==> src/rtl/sal_bank_fsm.sv <==
// sal_bank_fsm
//   Per-bank command sequencer for the DDR2 controller (open-page policy).
//   Turns the head-of-line read/write request into ACT / RD / WR / PRE commands,
//   closes the bank on a refresh request, and keeps it closed while refresh is
//   requested. It owns the bank timing counters tRCD, tRAS, tRP, tCCD and tWRPRE.
//   Each counter is reloaded on the relevant command handshake. It then gates the
//   next command that depends on it.
//
// Ports
//   clk, rst_n                  clock, asynchronous active-low reset
//   req_valid_i / req_ready_o   head-of-line request; ready pulses in the RD/WR
//                               handshake cycle
//   req_wr_i, req_row_i,
//   req_col_i                   request direction, row and column
//   cmd_valid_o / cmd_ready_i   registered command handshake to the arbiter
//   cmd_o                       0=ACT 1=RD 2=WR 3=PRE
//   cmd_addr_o                  row for ACT, zero-extended column for RD/WR, 0 for PRE
//   ref_req_i / ref_ack_o       refresh close request / bank closed and tRP met
//   row_open_o, open_row_o      open-row tracking
module sal_bank_fsm #(
    parameter int CNTR_WIDTH = 4,
    parameter int ROW_WIDTH  = 14,
    parameter int COL_WIDTH  = 10,
    parameter int T_RCD      = 3,
    parameter int T_RAS      = 8,
    parameter int T_RP       = 3,
    parameter int T_CCD      = 2,
    parameter int T_RTP      = 2,
    parameter int T_WR       = 4
) (
    input  logic                 clk,
    input  logic                 rst_n,
    input  logic                 req_valid_i,
    output logic                 req_ready_o,
    input  logic                 req_wr_i,
    input  logic [ROW_WIDTH-1:0] req_row_i,
    input  logic [COL_WIDTH-1:0] req_col_i,
    output logic                 cmd_valid_o,
    input  logic                 cmd_ready_i,
    output logic [1:0]           cmd_o,
    output logic [ROW_WIDTH-1:0] cmd_addr_o,
    input  logic                 ref_req_i,
    output logic                 ref_ack_o,
    output logic                 row_open_o,
    output logic [ROW_WIDTH-1:0] open_row_o
);

    typedef enum logic [1:0] {
        ST_CLOSED   = 2'd0,
        ST_OPEN     = 2'd1,
        ST_CMD_PEND = 2'd2
    } state_t;

    localparam logic [1:0] CMD_ACT = 2'd0;
    localparam logic [1:0] CMD_RD  = 2'd1;
    localparam logic [1:0] CMD_WR  = 2'd2;
    localparam logic [1:0] CMD_PRE = 2'd3;

    localparam int NUM_CNT   = 5;
    localparam int IDX_RCD   = 0;
    localparam int IDX_RAS   = 1;
    localparam int IDX_RP    = 2;
    localparam int IDX_CCD   = 3;
    localparam int IDX_WRPRE = 4;

    // A counter loaded in handshake cycle n holds T-1 in cycle n+1 and reaches 0
    // in cycle n+T, which is when the constraint is truly met (used by ref_ack).
    // Commands are decided one cycle before they appear on cmd_valid_o, so the
    // decision gate opens when the counter is <= 1. That makes the dependent
    // handshake land exactly on n+T. A T of 1 still costs two cycles because no
    // new command is chosen in a handshake cycle.
    localparam logic [CNTR_WIDTH-1:0] LD_RCD = CNTR_WIDTH'((T_RCD > 1) ? (T_RCD - 1) : 0);
    localparam logic [CNTR_WIDTH-1:0] LD_RAS = CNTR_WIDTH'((T_RAS > 1) ? (T_RAS - 1) : 0);
    localparam logic [CNTR_WIDTH-1:0] LD_RP  = CNTR_WIDTH'((T_RP  > 1) ? (T_RP  - 1) : 0);
    localparam logic [CNTR_WIDTH-1:0] LD_CCD = CNTR_WIDTH'((T_CCD > 1) ? (T_CCD - 1) : 0);
    localparam logic [CNTR_WIDTH-1:0] LD_RTP = CNTR_WIDTH'((T_RTP > 1) ? (T_RTP - 1) : 0);
    localparam logic [CNTR_WIDTH-1:0] LD_WR  = CNTR_WIDTH'((T_WR  > 1) ? (T_WR  - 1) : 0);
    localparam logic [CNTR_WIDTH-1:0] CNT_ONE = CNTR_WIDTH'(1);

    state_t                 state_reg, state_next;
    logic                   cmd_valid_reg, cmd_valid_next;
    logic [1:0]             cmd_reg, cmd_next;
    logic [ROW_WIDTH-1:0]   cmd_addr_reg, cmd_addr_next;
    logic                   row_open_reg, row_open_next;
    logic [ROW_WIDTH-1:0]   open_row_reg, open_row_next;

    logic                   hs;
    logic [NUM_CNT-1:0]     cnt_ld;
    logic [CNTR_WIDTH-1:0]  cnt_ld_val [NUM_CNT];
    logic [CNTR_WIDTH-1:0]  cnt_val    [NUM_CNT];
    logic [CNTR_WIDTH-1:0]  cnt_dec    [NUM_CNT];
    logic [NUM_CNT-1:0]     cnt_go;
    logic [CNTR_WIDTH-1:0]  wrpre_floor;
    logic [ROW_WIDTH-1:0]   col_ext;
    logic                   row_hit;

    assign hs = cmd_valid_reg & cmd_ready_i;

    // ---------------------------------------------------------------------
    // Timing counters: saturate at zero, a reload wins over the decrement.
    // ---------------------------------------------------------------------
    genvar gi;
    generate
        for (gi = 0; gi < NUM_CNT; gi++) begin : g_cnt
            logic [CNTR_WIDTH-1:0] cnt_reg;

            always_ff @(posedge clk or negedge rst_n) begin
                if (!rst_n) begin
                    cnt_reg <= '0;
                end else if (cnt_ld[gi]) begin
                    cnt_reg <= cnt_ld_val[gi];
                end else begin
                    cnt_reg <= cnt_dec[gi];
                end
            end

            assign cnt_val[gi] = cnt_reg;
            assign cnt_dec[gi] = (cnt_reg == '0) ? '0 : (cnt_reg - CNT_ONE);
            assign cnt_go[gi]  = (cnt_reg <= CNT_ONE);
        end
    endgenerate

    // tWRPRE only ever extends: a RD after a WR must not shorten write recovery.
    assign wrpre_floor = (cmd_reg == CMD_WR) ? LD_WR : LD_RTP;

    always_comb begin
        cnt_ld = '0;
        for (int i = 0; i < NUM_CNT; i++) begin
            cnt_ld_val[i] = '0;
        end
        if (hs) begin
            case (cmd_reg)
                CMD_ACT: begin
                    cnt_ld[IDX_RCD]     = 1'b1;
                    cnt_ld_val[IDX_RCD] = LD_RCD;
                    cnt_ld[IDX_RAS]     = 1'b1;
                    cnt_ld_val[IDX_RAS] = LD_RAS;
                end
                CMD_RD, CMD_WR: begin
                    cnt_ld[IDX_CCD]       = 1'b1;
                    cnt_ld_val[IDX_CCD]   = LD_CCD;
                    cnt_ld[IDX_WRPRE]     = 1'b1;
                    cnt_ld_val[IDX_WRPRE] = (cnt_dec[IDX_WRPRE] > wrpre_floor) ?
                                            cnt_dec[IDX_WRPRE] : wrpre_floor;
                end
                default: begin // CMD_PRE
                    cnt_ld[IDX_RP]     = 1'b1;
                    cnt_ld_val[IDX_RP] = LD_RP;
                end
            endcase
        end
    end

    // ---------------------------------------------------------------------
    // Command decision / state machine
    // ---------------------------------------------------------------------
    always_comb begin
        col_ext                  = '0;
        col_ext[COL_WIDTH-1:0]   = req_col_i;
    end

    assign row_hit = (req_row_i == open_row_reg);

    always_comb begin
        state_next     = state_reg;
        cmd_valid_next = cmd_valid_reg;
        cmd_next       = cmd_reg;
        cmd_addr_next  = cmd_addr_reg;
        row_open_next  = row_open_reg;
        open_row_next  = open_row_reg;

        case (state_reg)
            ST_CLOSED: begin
                if (req_valid_i && !ref_req_i && cnt_go[IDX_RP]) begin
                    state_next     = ST_CMD_PEND;
                    cmd_valid_next = 1'b1;
                    cmd_next       = CMD_ACT;
                    cmd_addr_next  = req_row_i;
                end
            end
            ST_OPEN: begin
                // Refresh outranks a row hit; a miss also needs the bank closed.
                if (ref_req_i || (req_valid_i && !row_hit)) begin
                    if (cnt_go[IDX_RAS] && cnt_go[IDX_WRPRE]) begin
                        state_next     = ST_CMD_PEND;
                        cmd_valid_next = 1'b1;
                        cmd_next       = CMD_PRE;
                        cmd_addr_next  = '0;
                    end
                end else if (req_valid_i) begin
                    if (cnt_go[IDX_RCD] && cnt_go[IDX_CCD]) begin
                        state_next     = ST_CMD_PEND;
                        cmd_valid_next = 1'b1;
                        cmd_next       = req_wr_i ? CMD_WR : CMD_RD;
                        cmd_addr_next  = col_ext;
                    end
                end
            end
            ST_CMD_PEND: begin
                // The pending command is held untouched until accepted.
                if (cmd_ready_i) begin
                    cmd_valid_next = 1'b0;
                    if (cmd_reg == CMD_PRE) begin
                        state_next    = ST_CLOSED;
                        row_open_next = 1'b0;
                    end else begin
                        state_next = ST_OPEN;
                        if (cmd_reg == CMD_ACT) begin
                            row_open_next = 1'b1;
                            open_row_next = cmd_addr_reg;
                        end
                    end
                end
            end
            default: begin
                state_next     = ST_CLOSED;
                cmd_valid_next = 1'b0;
            end
        endcase
    end

    always_ff @(posedge clk or negedge rst_n) begin
        if (!rst_n) begin
            state_reg     <= ST_CLOSED;
            cmd_valid_reg <= 1'b0;
            cmd_reg       <= CMD_ACT;
            cmd_addr_reg  <= '0;
            row_open_reg  <= 1'b0;
            open_row_reg  <= '0;
        end else begin
            state_reg     <= state_next;
            cmd_valid_reg <= cmd_valid_next;
            cmd_reg       <= cmd_next;
            cmd_addr_reg  <= cmd_addr_next;
            row_open_reg  <= row_open_next;
            open_row_reg  <= open_row_next;
        end
    end

    assign cmd_valid_o = cmd_valid_reg;
    assign cmd_o       = cmd_reg;
    assign cmd_addr_o  = cmd_addr_reg;
    assign row_open_o  = row_open_reg;
    assign open_row_o  = open_row_reg;
    assign req_ready_o = hs & ((cmd_reg == CMD_RD) | (cmd_reg == CMD_WR));
    assign ref_ack_o   = ref_req_i & (state_reg == ST_CLOSED) &
                         (cnt_val[IDX_RP] == '0) & ~cmd_valid_reg;

endmodule

==> config.mk <==
export PLATFORM = sky130hd
export DESIGN_NAME = sal_bank_fsm
export DESIGN_NICKNAME = d
export VERILOG_FILES = /design/src/rtl/sal_bank_fsm.sv
export SDC_FILE = /design/constraint.sdc
export NUM_CORES = 1
export LEC_CHECK = 0
export BUFFER_PORTS_ARGS = -buffer_cell sky130_fd_sc_hd__buf_2
export CORE_MARGIN = 1.5
export CORE_UTILIZATION = 50
export CTS_BUF_LIST = sky130_fd_sc_hd__clkbuf_4
export CTS_CLUSTER_DIAMETER = 40
export DETAILED_ROUTE_END_ITERATION = 10
export GPL_TIMING_DRIVEN = 0
export MAX_ROUTING_LAYER = met4
export PLACE_DENSITY = 0.78
export SLEW_MARGIN = 25
export SYNTH_ARGS = -nofsm -noshare
export SYNTH_HDL_FRONTEND = slang
export SYNTH_SLANG_ARGS = --single-unit
==> constraint.sdc <==
create_clock -name clk -period 2 [get_ports clk]
set_input_delay 0.4 -clock clk [delete_from_list [all_inputs] [get_ports clk]]
set_output_delay 0.4 -clock clk [all_outputs]
set_load 0.005 [all_outputs]
After elaboration in Yosys (flattened, before gate mapping) --
Index checks and enable logic that the tools add are counted.
Word-level totals: bits in registers 54, input port bits 30, logic and storage cells 114
Operators by class: add/sub/neg operators 5, $lt $le $gt $ge 6, eq/ne operators 11, mux-type cells 50, bitwise logic cells 8, reduce and logical (&&, ||, !) cells 23
Operator list (count):
- $mux 14 | 5
- $mux 4 | 11
- $mux 2 | 16
- $pmux 14 s2 | 1
- $le 4x1->1 const B | 5
- $logic_not 4->1 | 5
- $sub 4x1->4 const B | 5
- $mux 18 | 1
- $eq 14x14->1 | 1
- $mux 1 | 10
- $mux 5 | 2
- $reduce_and 5->1 | 2
- $ne 3x3->1 const B | 3
- $eq 2x2->1 const B | 3
- $mux 6 | 1
- $pmux 2 s3 | 1
- $and 1x1->1 | 5
- $logic_and 1x1->1 | 5
- $eq 2x1->1 const B | 2
- $gt 4x2->1 | 1
- $logic_not 2->1 | 2
- $ne 2x2->1 const B | 2
- $pmux 2 s2 | 1
- $reduce_and 4->1 | 1
- other kinds (9) | 12

Depth between registers and ports, before layout --
word-level depth 7, depth in mapped cells 8

Worst setup path before layout --
OpenSTA, ideal clock, no wires.
kind register to register, from reg open_row_reg[5] (netlist: open_row_o[5]), to reg cmd_addr_reg[7] (netlist: cmd_addr_o[7]), library setup time 125 ps, data arrival time 1959 ps, required time 1875 ps, setup slack -84 ps, cell stages (with the launch flop) 8, clock period less this slack 2084 ps, path through dfrtp_1 -> xor2_1 -> nor4_1 -> nand4_1 -> nor2_2 -> mux2_4 -> buf_12 -> mux2_4
On the way: longest elaborated chain between the ends 6, elaborated cells between the ends (all ways) 10
RTL lines:
- start: declaration | line 85 | logic [ROW_WIDTH-1:0] open_row_reg, open_row_next;
- start signal: assignment | line 236 | open_row_reg <= open_row_next;
- $eq 14x14->1 (*) | line 162 | assign row_hit = (req_row_i == open_row_reg);
- $logic_not 1->1 (*) | line 183 | if (ref_req_i || (req_valid_i && !row_hit)) begin
- $logic_and 1x1->1 (*) | line 183
- $logic_or 1x1->1 (*) | line 183
- $ne 3x3->1 (no line) or $mux 14 (tied branches)
- $reduce_and 5->1 (no line) or $pmux 14 s2 (tied branches)
- end signal: assignment | line 234 | cmd_addr_reg <= cmd_addr_next;
- end: declaration | line 83 | logic [ROW_WIDTH-1:0] cmd_addr_reg, cmd_addr_next;
Mark *: on every way between the ends. The rest lies on a longest branch, timed or not. A chain may end at the register's enable or synchronous reset.

Worst setup path in the final report --
from reg open_row_reg[13] (netlist: open_row_o[13]), to reg cmd_addr_reg[7] (netlist: cmd_addr_o[7])
The elaborated chain is that of the path after synthesis.

==> flow_summary.toml <==
[die]
die_area_mm2 = 0.005756
core_area_mm2 = 0.005107
die_w_um = 75.87
start_util_pct = 51.98
io_pins = 64
rows = 26
chipHeight_um = 75.87

[worst_hold_path]
min_path_type = "in -> async"

[finish]
mostFrequentLayoutCells = "63 x buf_2, 52 x dfrtp_1, 40 x nand2_1"
layout_commonest_cell = "buf_2"
final_cells = 418
postLayoutCoreUtil_pct = 64.67
nets = 382
fillCellCount = 408
drive_above_1_share_pct = 36.78
largest_reg_flops = 20
syn_to_final_growth_pct = 24.41
antennaDiodeCount = 0

[detailed_routing]
drc = 0
detail-route-antenna-nets = 0
dr.pass1.iters = 4
num_vias = 2305
wl_per_cell_um = 15.36
finalWirelength_um = 6420
drt-vias-per-instance = 5.514
first_iter_violations = 122

[global_route]
grt_pass1_vias = 1982
grt-ovfl-total = 0
grt_pass1_wl_um = 9432
grt_max_degree = 54
antenna_found_initial = 0
track_usage_pct = 22.31

[critical_path]
path_delay_family = "simple AND/OR/NAND/NOR gates"
required_ns = 2.27
path_buf_inv = 1
max_stage_delay_ns = 0.43
crit_type = "reg -> reg"
slowest_stage = "dfrtp_1"
path_max_fanout = 5
end_kind = "flip-flop"
critPathArrivalTime_ns = 2.43
crit_path_start_kind = "flip-flop"
path_common_cell = "mux2_4"
crit_chain = "xor2_1 -> nor4_1 -> nand2_1 -> nor2_4 -> mux2_4 -> buf_12 -> mux2_4"

[outcome]
status = "finished, violations left"
violations = "setup timing"

[sta]
holdWs_ns = 0.01430
fin_crit_sh_pct = 107.7
layout_min_cycle_time_ns = 2.154
finalSetupViolCount = 17
tns_ns = -1.795
fin_ws_ns = -0.1536
hold_violations = 0
rsz0062_at_grt = "yes"
drv_slew = 0
fin_skew_ns = 0.01976
slew_headroom_pct = 56.31
max_slew.worst_pin.slew_ns = 0.6553
fmax_ghz = 0.4643

[cts]
cts_inserted_buffers = 5
cts_tree = "done"
ctsHoldBuffers = 0
cts.clk_slew.worst_paths_ns = 0.16
h-tree-depth = 2
cts-root-buf = "clkbuf_4"
insertion_delay_ns = 0.38
cts_num_sinks = 53
cts.path.max_buffers = 2

[synthesis]
syn_area_mm2 = 0.002655
synth_edf_count = 0
ys_seq_area_share_pct = 49.95
synth_cell_types = 40
synth_cells = 263
synth_fp_nets = 298
synth_area_per_cell_um2 = 10.10
synth_flop_cell = "dfrtp_1"
synth-seq-cells = 53
synthArstFlopShare_pct = 100.0
yosysWarnings = 0

[placement]
numPortBuffers = 63
dp_cells = 396
gp_congestion = 0.8119
detailed_place_hpwl_um = 4435

[power_and_ir_drop]
vdd_drop_max_uv = 546.7
p_leak_nw = 1.680
power.total_w = 0.004322
power_density_mw_per_mm2 = 1308

[flow_run]
cap_violations = 0
-- where the power goes --
group	switching, W	internal (W)	total, W
sequential	0.000294	0.00142	0.00172
combinational	0.00101	0.00109	0.00210
clock	0.000361	0.000140	0.000501
-- timing repair --
action	in CTS	in global routing
setup endpoints to repair	26	21
pin swaps	5	5
gates cloned	1	0
buffers inserted	8	6
gates resized for setup	17	12
-- worst reg2reg max path, delay by kind of cell (launching register included) --
kind / cells / cell delay (ns)
buffers and inverters: 1 / 0.15
and+or+nand+nor: 3 / 0.65
DFF: 1 / 0.43
muxes: 2 / 0.64
xor gates and xnor gates: 1 / 0.18
-- cell type report --
| class | instances | area, um2 | area share (%) |
|---|---|---|---|
| Clock buffer | 5 | 37.54 | 1.136 |
| Buffer | 8 | 57.56 | 1.742 |
| Timing Repair Buffer | 77 | 430.4 | 13.03 |
| Clock inverter | 3 | 21.27 | 0.6439 |
| Inverter | 8 | 30.03 | 0.9091 |
| Tap cell | 70 | 87.58 | 2.652 |
| Multi-Input combinational cell | 194 | 1311 | 39.70 |
| Sequential cell | 53 | 1328 | 40.19 |
-- synthesized netlist by cell type (5+ instances only) --
cell	n	share of area (%)
nand3b_1	5	1.4
xor2_1	11	3.6
nor2_1	13	1.8
nand3_1	10	1.9
mux2_2	17	7.2
a21oi_1	15	2.8
nand2_1	40	5.7
dfrtp_1	53	50
clkbuf_1	5	0.71
ha_1	5	2.4
o21ai_0	21	4.0
nor4_1	6	1.4
inv_1	8	1.1
nor3_1	8	1.5
-- through the flow --
stage	setup slack, ns	instance area, um2
2_1_floorplan	-0.04817	2655
6_report	-0.1536	3303
5_1_grt	-0.2377	3303
3_3_place_gp	-0.3508	3058
4_1_cts	-0.1624	3244
3_5_place_dp	-0.3642	3060
-- per-layer routing --
layer	track usage, %	vias to the layer above	part of all wire, %
met5	-	-	0
met2	33.62	65	49
met1	31.08	1126	45
met4	5.952	0	0.98
met3	3.968	7	4.6
li1	-	1107	-
-- path summary, 6_finish.rpt --
path,slack (ns),endpoint,start,cells past startpoint
max,-0.15,cmd_addr_o[7],open_row_o[13],7
min,0.01,state_reg[0],rst_n,1
max reg2reg,-0.15,cmd_addr_o[7],open_row_o[13],7
min reg2reg,0.53,row_open_o,row_open_o,2
max in group asynchronous,1.52,state_reg[1],rst_n,1
min in group clk,0.25,cmd_o[0],req_wr_i,2
-- kinds of logic (layout without fill, tap and decap cells) --
| family | Yosys count | after routing | share of synthesized area, % |
|---|---|---|---|
| flip-flops | 53 | 53 | 49.95 |
| AND/OR/NAND/NOR | 100 | 100 | 18.19 |
| AO/OA/AOI/OAI | 53 | 53 | 12.06 |
| multiplexers | 22 | 22 | 9.849 |
| buffers and inverters | 16 | 101 | 2.969 |
| XOR/XNOR | 14 | 14 | 4.618 |
| adder cells (fa/ha/maj) | 5 | 5 | 2.356 |
No activity file was read; power rests on OpenSTA's default activity.
